--- config.mk ---
export PLATFORM = sky130hd
export DESIGN_NAME = srl_fifo16
export DESIGN_NICKNAME = d
export VERILOG_FILES = /design/src/rtl/srl_fifo16.sv
export SDC_FILE = /design/constraint.sdc
export NUM_CORES = 1
export LEC_CHECK = 0
export CAP_MARGIN = 20
export CORE_MARGIN = 2
export CORE_UTILIZATION = 59
export CTS_CLUSTER_SIZE = 16
export DETAILED_ROUTE_END_ITERATION = 6
export PLACE_DENSITY = 0.79
export SYNTH_ARGS = -nofsm -noshare
export SYNTH_HDL_FRONTEND = slang
export SYNTH_SLANG_ARGS = --single-unit
--- constraint.sdc ---
create_clock -name C -period 7.3 [get_ports C]
set_clock_uncertainty 0.2 [all_clocks]
set_input_delay 2.19 -clock C [delete_from_list [all_inputs] [get_ports C]]
set_output_delay 2.19 -clock C [all_outputs]
set_load 0.02 [all_outputs]
--- src/rtl/srl_fifo16.sv ---
// srl_fifo16: shift-register FIFO with valid/ready handshakes and an occupancy count.
// New data enters at position 0, so the head entry sits at position CNT-1.
module srl_fifo16 #(
    parameter int   WIDTH         = 8,
    parameter int   DEPTH         = 16,
    parameter logic IS_C_INVERTED = 1'b0
) (
    input  logic                     C,
    input  logic                     CLR,
    input  logic                     CE,
    input  logic                     WR_VLD,
    output logic                     WR_RDY,
    input  logic [WIDTH-1:0]         WR_DAT,
    output logic                     RD_VLD,
    input  logic                     RD_RDY,
    output logic [WIDTH-1:0]         RD_DAT,
    output logic [$clog2(DEPTH):0]   CNT
);
    localparam int AW = $clog2(DEPTH);
    localparam int CW = AW + 1;
    logic             clk;
    logic [WIDTH-1:0] mem [DEPTH];
    logic             wr;
    logic             rd;
    logic [AW-1:0]    head;
    assign clk = C ^ IS_C_INVERTED;
    // CLR gates WR_RDY so no write can slip in while reset is held
    always_comb begin
        WR_RDY = CE & CLR & (CNT != CW'(DEPTH));
        RD_VLD = CE & (CNT != '0);
        wr     = WR_VLD & WR_RDY;
        rd     = RD_VLD & RD_RDY;
        head   = AW'(CNT - CW'(1));
        RD_DAT = RD_VLD ? mem[head] : '0;
    end
    always_ff @(posedge clk or negedge CLR) begin
        if (!CLR)
            CNT <= '0;
        else
            CNT <= (wr && !rd) ? CNT + CW'(1) : (rd && !wr) ? CNT - CW'(1) : CNT;
    end
    always_ff @(posedge clk) begin
        if (wr) begin
            mem[0] <= WR_DAT;
            for (int i = 1; i < DEPTH; i++)
                mem[i] <= mem[i-1];
        end
    end
endmodule
==> metrics.md <==
| Metric | Value |
|---|---|
| Postcts setup bufs | `0` |
| Final WL | `9429 um` |
| Routed vias/inst | `6.063` |
| DRT antenna net count | `0` |
| Layout area overhead | `16.42%` |
| Main synth FF type | `edfxtp_1` |
| CP cell instances | `clkdlybuf4s50_1 -> a21boi_2 -> nand2_1 -> o22ai_1 -> clkdlybuf4s50_1` |
| Max IR drop VDD | `292.8 uV` |
| Fmax | `0.1532 GHz` |
| Worst-path clk slew | `60 ps` |
| Min cycle time layout | `6528 ps` |
| Die area | `0.01007 mm2` |
| Top Ports | `28` |
| Static leakage | `2.262 nW` |
| Crit Reg-Reg Startpoint | `CNT[0]` |
| CP max stage delay | `670 ps` |
| CTS buffer count | `17` |
| Ranking of synthesized cells by area | `edfxtp_1 70%, mux2i_1 12%, nand3_1 5.8%, dfrtp_1 2.3%, nand4_1 2.1%` |
| Slew margin rel. | `0.2859` |
| H-Tree Depth | `4` |
| Synth warnings | `0` |
| Cells after Synth | `340` |
| Status | `finished clean` |
| CTS root buf | `clkbuf_8` |
| Cell type with the largest total area after synthesis | `edfxtp_1` |
| RSZ-0062 raised after global routing | `false` |
| Mean Syn Cell Area | `16.11 um2` |
| DP Wirelength | `5217 um` |
| Worst Hold Launch | `mem[10][5]` |
| Synth unique cells | `27` |
| GPL Wtd Cong | `0.8062` |
| Critical Path AT | `4140 ps` |
| Worst-case hold path end point | `mem[11][5]` |
| Placeable Area | `0.009109 mm2` |
| GRT Overall Usage | `0.2050` |
| DR WL/cell | `19.13 um` |
| Die span in x | `100.4 um` |
| Hold buffer count at CTS | `0` |
| Max_cap viols | `0` |
| EDFF count, synth | `128` |
| Vias in the first global route | `3020` |
| Slew @ Worst Pin | `1071 ps` |
| Most instantiated library cell after synthesis | `edfxtp_1` |
| DR iter-0 viols | `223` |
| Row Count | `35` |
| Clock Sinks | `133` |
| Hold Crit Class | `reg -> reg` |
| Layout net count | `385` |
| R2R Setup Slk | `3950 ps` |
| Cell depth of the worst flop-to-flop path | `7` |
| Crit path top cell by count | `clkdlybuf4s50_1` |
| Grt total ovfl | `0` |
| First-pass GRT wire length | `15300 um` |
| Layout cells sized above 1 | `0.1099` |
| CTS Buffer Depth | `2` |
| Vias post-DR | `2989` |
| Max-slew violations | `0` |
| Initial antenna violation count | `0` |
| Placed Cells incl. Taps | `461` |
| Worst EP required | `4910 ps` |
| Largest net degree at the start of global routing | `75` |
| Mapped Nets | `356` |
| FF-to-FF End | `mem[5][2]` |
| Top cells by count, synth | `128 x edfxtp_1, 65 x mux2i_1, 64 x nand3_1` |
| Crit-path slowest cell | `clkdlybuf4s50_1` |
| Setup_tns | `0 ps` |
| Largest fanout on the critical path | `8` |
| Sequential element share of the synthesized area | `0.7245` |
| Fill cells | `596` |
| Port Buffers | `27` |
| Worst Setup Path Type | `in -> out` |
| Drt first pass iters | `5` |
| Startpoint Class | `input pin` |
| Die height | `100.4 um` |
| Post-Synthesis Cell Area | `0.005478 mm2` |
| Synth top area share | `0.7017` |
| Post-CTS sizing | `0` |
| Clk Latency, worst-skew pair | `520 ps` |
| Period utilization | `0.8942` |
| CTS tree | `built` |
| Asr flop ratio synth | `0.03759` |
| Initial Utilization | `0.6014` |
| Hold path cells | `0` |
| Diodes inserted | `0` |
| Drt drc | `0` |
| Setup violations, final | `0` |
| Hold Vio Cnt, Final | `0` |
| Worst setup EP type | `output pin` |
| Pwr dens | `472.4 mW/mm2` |
| Final std cells w/o fill | `493` |
| Register bit total from synthesis | `133` |
-- flip-flops by register name, summed over array words and instances, names as in the netlist --
name and cells:
CNT 5, mem 128
-- worst max-delay path by stage --
stage / startpoint / end / slack (ps) / depth (start not counted)
2_1_floorplan: CE / CNT[2] / 310 / 7
3_3_place_gp: CE / RD_DAT[1] / 820 / 5
3_5_place_dp: CE / RD_DAT[1] / 800 / 5
4_1_cts: CE / RD_DAT[1] / 780 / 5
5_1_grt: CE / RD_DAT[1] / 650 / 5
6_report: CE / RD_DAT[0] / 770 / 5
-- cell families after synthesis --
group / count (synthesis) / synth area share
AO/OA/AOI/OAI: 13 / 0.01485
XOR/XNOR: 8 / 0.01554
adder cells (fa/ha/maj): 3 / 0.006853
buffers and inverters: 25 / 0.02581
flip-flops: 133 / 0.7245
multiplexers: 65 / 0.1188
AND/OR/NAND/NOR: 93 / 0.09365
-- where the power goes --
group | internal [mW] | switching, mW
sequential | 0.891 | 0.0425
combinational | 0.529 | 0.745
clock | 0.486 | 0.319
-- worst max-delay path: cells and delay by family --
kind	cells	cell delay, ps
buffers and inverters	2	1140
AO/OA/AOI/OAI	2	530
AND/OR/NAND/NOR	1	280
-- metal layers --
metal / vias up / global-route usage / part of all wire
met5: - / 0 / 0
met4: 0 / 0.09484 / 0.018
met3: 13 / 0.06267 / 0.056
met2: 98 / 0.3051 / 0.49
met1: 1485 / 0.2807 / 0.43
li1: 1393 / - / -
-- stage by stage --
stage | area [um2] | setup slack, ps | utilization | hold slack (ps) | power [mW]
3_3_place_gp | 5809 | 816.8 | 0.6378 | 226.0 | 2.188
4_1_cts | 6377 | 779.0 | 0.7001 | 244.9 | 3.019
6_report | 6377 | 772.0 | 0.7001 | 243.2 | 3.012
2_1_floorplan | 5478 | 305.5 | - | 225.7 | 1.890
3_5_place_dp | 5809 | 800.1 | 0.6378 | 230.8 | 2.208
5_1_grt | 6377 | 652.4 | 0.7001 | 251.1 | 3.149
-- cells in the final DEF (no fill, tap or decap), types with 2 or more instances in the layout --
cell type and count:
clkbuf_16 16, edfxtp_1 128, bufinv_16 2, xor2_1 3, dfrtp_1 5, a21oi_1 3
xnor2_1 3, clkdlybuf4s50_1 27, clkinv_1 3, inv_1 3, nand2_1 4, buf_4 5
mux2i_1 65, inv_6 4, nand4_1 18, nand3_1 64, clkinvlp_4 4, ha_1 2
o22ai_1 8, nand2b_1 2, clkinv_4 2
-- area by class of cell --
class / count / area [um2] / share of cell area
flip-flops and latches: 133 / 3969 / 0.6223
multi-input cells: 182 / 1383 / 0.2168
clock buffers: 17 / 414.1 / 0.06494
repair buffers: 32 / 307.8 / 0.04826
clock inverters: 15 / 153.9 / 0.02413
well taps: 111 / 138.9 / 0.02178
inverters: 3 / 11.26 / 0.001766
(Power assumes the default switching activity.)
